[config.mk]
export PLATFORM = sky130hd
export DESIGN_NAME = uart_port_bridge_flat
export DESIGN_NICKNAME = d
export VERILOG_FILES = /design/src/rtl/uart_port_bridge_if.sv /design/src/rtl/uart_port_bridge.sv /design/src/flat_wrapper.sv
export SDC_FILE = /design/constraint.sdc
export NUM_CORES = 1
export LEC_CHECK = 0
export ABC_CLOCK_PERIOD_IN_PS = 2390
export BUFFER_PORTS_ARGS = -buffer_cell sky130_fd_sc_hd__buf_2
export CORE_MARGIN = 2
export CORE_UTILIZATION = 30
export DETAILED_ROUTE_END_ITERATION = 10
export GPL_TIMING_DRIVEN = 0
export PLACE_DENSITY = 0.53
export SLEW_MARGIN = 40
export SYNTH_ARGS = -nofsm -noshare
export SYNTH_HDL_FRONTEND = slang
export SYNTH_SLANG_ARGS = --single-unit
[constraint.sdc]
create_clock -name clk -period 2.39 [get_ports clk]
set_clock_uncertainty 0.05 [all_clocks]
set_input_delay 0.239 -clock clk [delete_from_list [all_inputs] [get_ports clk]]
set_output_delay 0.239 -clock clk [all_outputs]
set_load 0.05 [all_outputs]
[src/rtl/uart_port_bridge_if.sv]
// Signal bundle between the UART FIFOs / port bus and uart_port_bridge.
// master = bridge side, slave = FIFO/port-bus environment side.
interface uart_port_bridge_if;
  logic [7:0] rx_data;
  logic       rx_data_present;
  logic       rx_read;
  logic [7:0] tx_data;
  logic       tx_full;
  logic       tx_write;
  logic [7:0] port_id;
  logic [7:0] port_out;
  logic [7:0] port_in;
  logic       write_strobe;
  logic       read_strobe;
  logic       busy;
  logic       frame_err;

  modport master (
    input  rx_data, rx_data_present, tx_full, port_in,
    output rx_read, tx_data, tx_write, port_id, port_out,
           write_strobe, read_strobe, busy, frame_err
  );

  modport slave (
    output rx_data, rx_data_present, tx_full, port_in,
    input  rx_read, tx_data, tx_write, port_id, port_out,
           write_strobe, read_strobe, busy, frame_err
  );
endinterface

[src/rtl/uart_port_bridge.sv]
// UART byte-frame to port-bus bridge: 'W' addr data writes, 'R' addr reads and replies.
// Define UART_PORT_BRIDGE_WRITE_ACK_EN to answer every write with an 0x06 byte.
module uart_port_bridge #(
  parameter int TIMEOUT_CYCLES = 1000000
) (
  input logic             clk,
  input logic             reset,
  uart_port_bridge_if.master bus
);

  typedef enum logic [2:0] {
    ST_IDLE,
    ST_GET_ADDR,
    ST_GET_DATA,
    ST_WR_STROBE,
    ST_RD_SETUP,
    ST_RD_STROBE,
    ST_TX_WAIT
  } state_t;

  localparam logic [7:0]  OP_WRITE = 8'h57;
  localparam logic [7:0]  OP_READ  = 8'h52;
  localparam logic [7:0]  BYTE_NAK = 8'h15;
  localparam logic [7:0]  BYTE_ACK = 8'h06;
  localparam logic [31:0] TO_LAST  = 32'(TIMEOUT_CYCLES - 1);

  state_t      state;
  logic        is_write;
  logic [7:0]  addr;
  logic [31:0] to_cnt;
  logic        take;
  logic        timed_out;

  function automatic logic [31:0] sat_inc(input logic [31:0] v);
    return (v == 32'hFFFF_FFFF) ? v : v + 32'd1;
  endfunction

  // The FIFO head is stale while rx_read is high, so never take a byte then.
  assign take = bus.rx_data_present && !bus.rx_read &&
                (state == ST_IDLE || state == ST_GET_ADDR || state == ST_GET_DATA);
  assign timed_out = (to_cnt >= TO_LAST);
  assign bus.busy  = (state != ST_IDLE);

  always_ff @(posedge clk) begin
    if (take && state == ST_GET_ADDR) addr <= bus.rx_data;
  end

  always_ff @(posedge clk) begin
    if (reset) begin
      state            <= ST_IDLE;
      is_write         <= 1'b0;
      to_cnt           <= 32'd0;
      bus.rx_read      <= 1'b0;
      bus.tx_write     <= 1'b0;
      bus.write_strobe <= 1'b0;
      bus.read_strobe  <= 1'b0;
      bus.frame_err    <= 1'b0;
      bus.port_id      <= 8'h00;
      bus.port_out     <= 8'h00;
      bus.tx_data      <= 8'h00;
    end else begin
      bus.rx_read      <= 1'b0;
      bus.tx_write     <= 1'b0;
      bus.write_strobe <= 1'b0;
      bus.read_strobe  <= 1'b0;
      bus.frame_err    <= 1'b0;

      case (state)
        ST_IDLE: begin
          if (take) begin
            bus.rx_read <= 1'b1;
            if (bus.rx_data == OP_WRITE || bus.rx_data == OP_READ) begin
              is_write <= (bus.rx_data == OP_WRITE);
              to_cnt   <= 32'd0;
              state    <= ST_GET_ADDR;
            end else begin
              bus.frame_err <= 1'b1;
              bus.tx_data   <= BYTE_NAK;
              state         <= ST_TX_WAIT;
            end
          end
        end

        ST_GET_ADDR: begin
          if (take) begin
            bus.rx_read <= 1'b1;
            to_cnt      <= 32'd0;
            if (is_write) begin
              state <= ST_GET_DATA;
            end else begin
              bus.port_id <= bus.rx_data;
              state       <= ST_RD_SETUP;
            end
          end else if (timed_out) begin
            bus.frame_err <= 1'b1;
            to_cnt        <= 32'd0;
            state         <= ST_IDLE;
          end else begin
            to_cnt <= sat_inc(to_cnt);
          end
        end

        ST_GET_DATA: begin
          if (take) begin
            bus.rx_read      <= 1'b1;
            to_cnt           <= 32'd0;
            bus.port_id      <= addr;
            bus.port_out     <= bus.rx_data;
            bus.write_strobe <= 1'b1;
            state            <= ST_WR_STROBE;
          end else if (timed_out) begin
            bus.frame_err <= 1'b1;
            to_cnt        <= 32'd0;
            state         <= ST_IDLE;
          end else begin
            to_cnt <= sat_inc(to_cnt);
          end
        end

        ST_WR_STROBE: begin
`ifdef UART_PORT_BRIDGE_WRITE_ACK_EN
          bus.tx_data <= BYTE_ACK;
          state       <= ST_TX_WAIT;
`else
          state       <= ST_IDLE;
`endif
        end

        // Responder registers port_in one cycle after port_id settles.
        ST_RD_SETUP: begin
          bus.read_strobe <= 1'b1;
          state           <= ST_RD_STROBE;
        end

        ST_RD_STROBE: begin
          bus.tx_data <= bus.port_in;
          state       <= ST_TX_WAIT;
        end

        ST_TX_WAIT: begin
          if (!bus.tx_full) begin
            bus.tx_write <= 1'b1;
            state        <= ST_IDLE;
          end
        end

        default: state <= ST_IDLE;
      endcase
    end
  end

endmodule

[src/flat_wrapper.sv]
// flat-port wrapper written by rule: the top's interface ports become plain ports
module uart_port_bridge_flat 
#(
  parameter int TIMEOUT_CYCLES = 1000000
)
  (clk, reset, bus_rx_data, bus_rx_data_present, bus_tx_full, bus_port_in, bus_rx_read, bus_tx_data, bus_tx_write, bus_port_id, bus_port_out, bus_write_strobe, bus_read_strobe, bus_busy, bus_frame_err);
  uart_port_bridge_if bus_i ();
  input logic clk;
  input logic reset;
  input wire logic [$bits(bus_i.rx_data)-1:0] bus_rx_data;
  input wire logic [$bits(bus_i.rx_data_present)-1:0] bus_rx_data_present;
  input wire logic [$bits(bus_i.tx_full)-1:0] bus_tx_full;
  input wire logic [$bits(bus_i.port_in)-1:0] bus_port_in;
  output wire logic [$bits(bus_i.rx_read)-1:0] bus_rx_read;
  output wire logic [$bits(bus_i.tx_data)-1:0] bus_tx_data;
  output wire logic [$bits(bus_i.tx_write)-1:0] bus_tx_write;
  output wire logic [$bits(bus_i.port_id)-1:0] bus_port_id;
  output wire logic [$bits(bus_i.port_out)-1:0] bus_port_out;
  output wire logic [$bits(bus_i.write_strobe)-1:0] bus_write_strobe;
  output wire logic [$bits(bus_i.read_strobe)-1:0] bus_read_strobe;
  output wire logic [$bits(bus_i.busy)-1:0] bus_busy;
  output wire logic [$bits(bus_i.frame_err)-1:0] bus_frame_err;
  assign bus_i.rx_data = bus_rx_data;
  assign bus_i.rx_data_present = bus_rx_data_present;
  assign bus_i.tx_full = bus_tx_full;
  assign bus_i.port_in = bus_port_in;
  assign bus_rx_read = bus_i.rx_read;
  assign bus_tx_data = bus_i.tx_data;
  assign bus_tx_write = bus_i.tx_write;
  assign bus_port_id = bus_i.port_id;
  assign bus_port_out = bus_i.port_out;
  assign bus_write_strobe = bus_i.write_strobe;
  assign bus_read_strobe = bus_i.read_strobe;
  assign bus_busy = bus_i.busy;
  assign bus_frame_err = bus_i.frame_err;
  uart_port_bridge #(.TIMEOUT_CYCLES(TIMEOUT_CYCLES)) u_core (.clk(clk), .reset(reset), .bus(bus_i));
endmodule
==> metrics.cfg <==
[outcome]
status=complete, no violations

[timing]
tightest_slew_ns=0.686
finalSetupTns_ns=0
setup_violations=0
period_minus_slack_ns=2.16
rsz0062_at_grt=no
slew-limit-headroom=0.541
hold_viol=0
hold_ws_ns=0.0236
slew_violations=0
period_share=0.905
clock.fmax_mhz=462

[global_routing]
grt_pass1_wl_um=13500
antenna_found_initial=0
grtUsageTotal=0.147
overflow=0
grt_pass1_vias=2675
grt_max_degree=15

[floorplanning]
start_util=0.306
die_h_um=109
ioPinCount=50
placementRows=38
die_x_um=109
coreArea_mm2=0.0108
dieArea_mm2=0.0119

[detailed_routing]
dr_total_vias=2896
routed_wirelength_um=8200
detail_route.wl_per_cell_um=14.1
antenna_left=0
drt_iter0_markers=136
drc=0
via_per_inst=4.98
dr.pass1.iters=4

[setup_path]
worst_ep_required_time_ns=2.63
critPathMaxStageDelay_ns=0.38
path_class=reg2reg
critPathSlowestCell=or3_1
path_max_fanout=10
start_kind=flop
r2r_slack_ns=0.23
path_cells=buf_2 -> nor3_4 -> nand4_4 -> a21o_1 -> clkbuf_1 -> or3_1 -> a21oi_1
arrival_ns=2.41
crit_path_end_kind=flop
reg2reg_depth=7

[synthesis]
yosys_warnings=0
netlist_area_mm2=0.00332
synth_edf_count=8
ys.flop_type=dfxtp_1
synth-seq-area-share=0.464
synth.distinct_cells=53
postSynthAreaPerCell_um2=8.83
async_reset_ff_frac=0
synth_seq_cells=73
synthCells=376
synth_fp_nets=397

[power]
powerDensity_mw_per_mm2=951
peakVddDrop_mv=0.354
leakagePower_nw=1.42

[place]
placed_area_mm2=0.00373
hpwl_um=5970
io_buffers=48
gp_congestion=0.835

[clock_network]
cts_buffer_depth=2
cts.clk_slew.worst_paths_ns=0.08
clk_latency_ns=0.36
h-tree-depth=3
cts_tree=yes
root_buffer=clkbuf_8
cts_buffers=9
cts.sink_count=73

[hold_path]
hold_depth=2
hp-class=in2reg

[finish]
nets=458
n_antenna_cell=0
n_fill_cell=1147
syn_to_final_growth_pct=19.0
drive_gt1_frac=0.197
stdcell_area_mm2=0.00395

[run]
cap_violations=0

[layout by cell type, fill, tap and decap left out, drive strengths merged, types with 2 or more instances in the layout]
| master | instances |
|---|---|
| and3 | 6 |
| nand2 | 33 |
| a31oi | 3 |
| and4bb | 2 |
| nand2b | 6 |
| and4 | 5 |
| a211oi | 7 |
| o31ai | 3 |
| or3 | 6 |
| dfxtp | 65 |
| clkinv | 3 |
| clkbuf | 21 |
| nor2 | 48 |
| a22oi | 6 |
| xnor2 | 15 |
| a41oi | 3 |
| and2 | 4 |
| nand4b | 2 |
| a311oi | 9 |
| nor2b | 2 |
| nand4 | 6 |
| buf | 63 |
| a21oi | 35 |
| edfxtp | 8 |
| nor4 | 4 |
| inv | 9 |
| or4 | 3 |
| nand3 | 19 |
| nor3 | 4 |
| a21o | 3 |
| o21ai | 18 |
| a2111oi | 5 |
| and3b | 2 |
[sequential cells by signal, summed over array words and instances, names as in the netlist]
register and cells:
u_core.bus.tx_data 8, u_core.addr 8, u_core.to_cnt 32, u_core.is_write 1
u_core.bus.rx_read 1, u_core.state 3, u_core.bus.tx_write 1, u_core.bus.port_id 8
u_core.bus.read_strobe 1, u_core.bus.frame_err 1, u_core.bus.port_out 8, u_core.bus.write_strobe 1
[through the flow]
stage / setup WS [ns] / utilization / total power, mW / std cells
finish: 0.227 / 0.364 / 3.76 / 582
global route: 0.0506 / 0.364 / 3.98 / 582
CTS: 0.103 / 0.363 / 3.80 / 580
detailed placement: 0.115 / 0.345 / 2.80 / 564
global placement: 0.128 / 0.345 / 2.78 / 564
floorplan: 0.387 / - / 2.46 / 376
[cells by family (layout without fill, tap and decap cells)]
logic type	after synthesis	after routing	synth area share
buffers and inverters	32	98	0.0430
and+or+nand+nor	153	153	0.243
AOI/OAI and AO/OA	102	102	0.207
adders and majority gates	1	1	0.00377
DFF	73	73	0.464
xor gates and xnor gates	15	15	0.0396
[synthesized netlist by cell type (2+ instances only)]
library cell  count  area, um^2
o21ai_0          17        85.1
clkbuf_1         12        45.0
a21o_1            3        22.5
or3_1             6        37.5
and3b_1           2        17.5
nand2b_1          6        37.5
dfxtp_1          65        1300
buf_2            12        60.1
a21oi_1          35         175
a2111oi_2         3        45.0
edfxtp_1          8         240
nor3_1            2        10.0
and3_1            6        37.5
nand4b_1          2        17.5
nand2_1          33         124
nor2_1           48         180
or4_1             3        22.5
nor4_1            4        25.0
a211oi_1          7        52.6
nand3_1          19        95.1
a2111oi_1         2        20.0
inv_1             7        26.3
xnor2_1          15         131
a22oi_1           6        45.0
a41oi_1           3        26.3
a311oi_1          9        78.8
and4_1            5        43.8
a31oi_1           3        18.8
nand4_1           4        25.0
nor2b_1           2        12.5
o31ai_1           3        22.5
and2_1            3        18.8
[path summary, 6_finish.rpt]
| check | endpoint | start |
|---|---|---|
| max | u_core.to_cnt[15] | u_core.state[0] |
| min | u_core.bus.tx_write | bus_tx_full |
| max reg2reg | u_core.to_cnt[15] | u_core.state[0] |
| min reg2reg | u_core.bus.tx_data[0] | u_core.bus.tx_data[0] |
[routing by layer]
layer / vias to the layer above / part of all wire / global-route usage
met1: 1332 / 0.50 / 0.193
met2: 56 / 0.45 / 0.228
met3: 6 / 0.043 / 0.0484
met5: - / 0 / 0
li1: 1502 / - / -
met4: 0 / 0.011 / 0.0434
[cell type report]
type	instances	area, um^2	share of cell area
clock buffers	9	124	0.0313
well taps	140	175	0.0443
inverters	7	26.3	0.00665
repair buffers	50	255	0.0646
plain buffers	25	116	0.0294
flip-flops and latches	73	1540	0.390
clock inverters	7	77.6	0.0196
multi-input cells	271	1640	0.414
[worst max-delay path, delay by kind of cell (launching register included)]
kind | cells | cell delay [ns]
and+or+nand+nor | 3 | 0.93
DFF | 1 | 0.32
buffers and inverters | 2 | 0.39
AOI/OAI and AO/OA | 2 | 0.42
[power by group]
part	internal, mW	total [mW]	switching [mW]
Clock	0.491	0.994	0.504
Combinational	0.366	1.33	0.968
Sequential	1.36	1.43	0.0631
[repair_timing]
action,4_1_cts,5_1_grt
gates resized for setup,0,0
buffers inserted,0,2
setup endpoints to repair,0,30
hold buffers,0,0
Power figures use the tool's default switching activity.
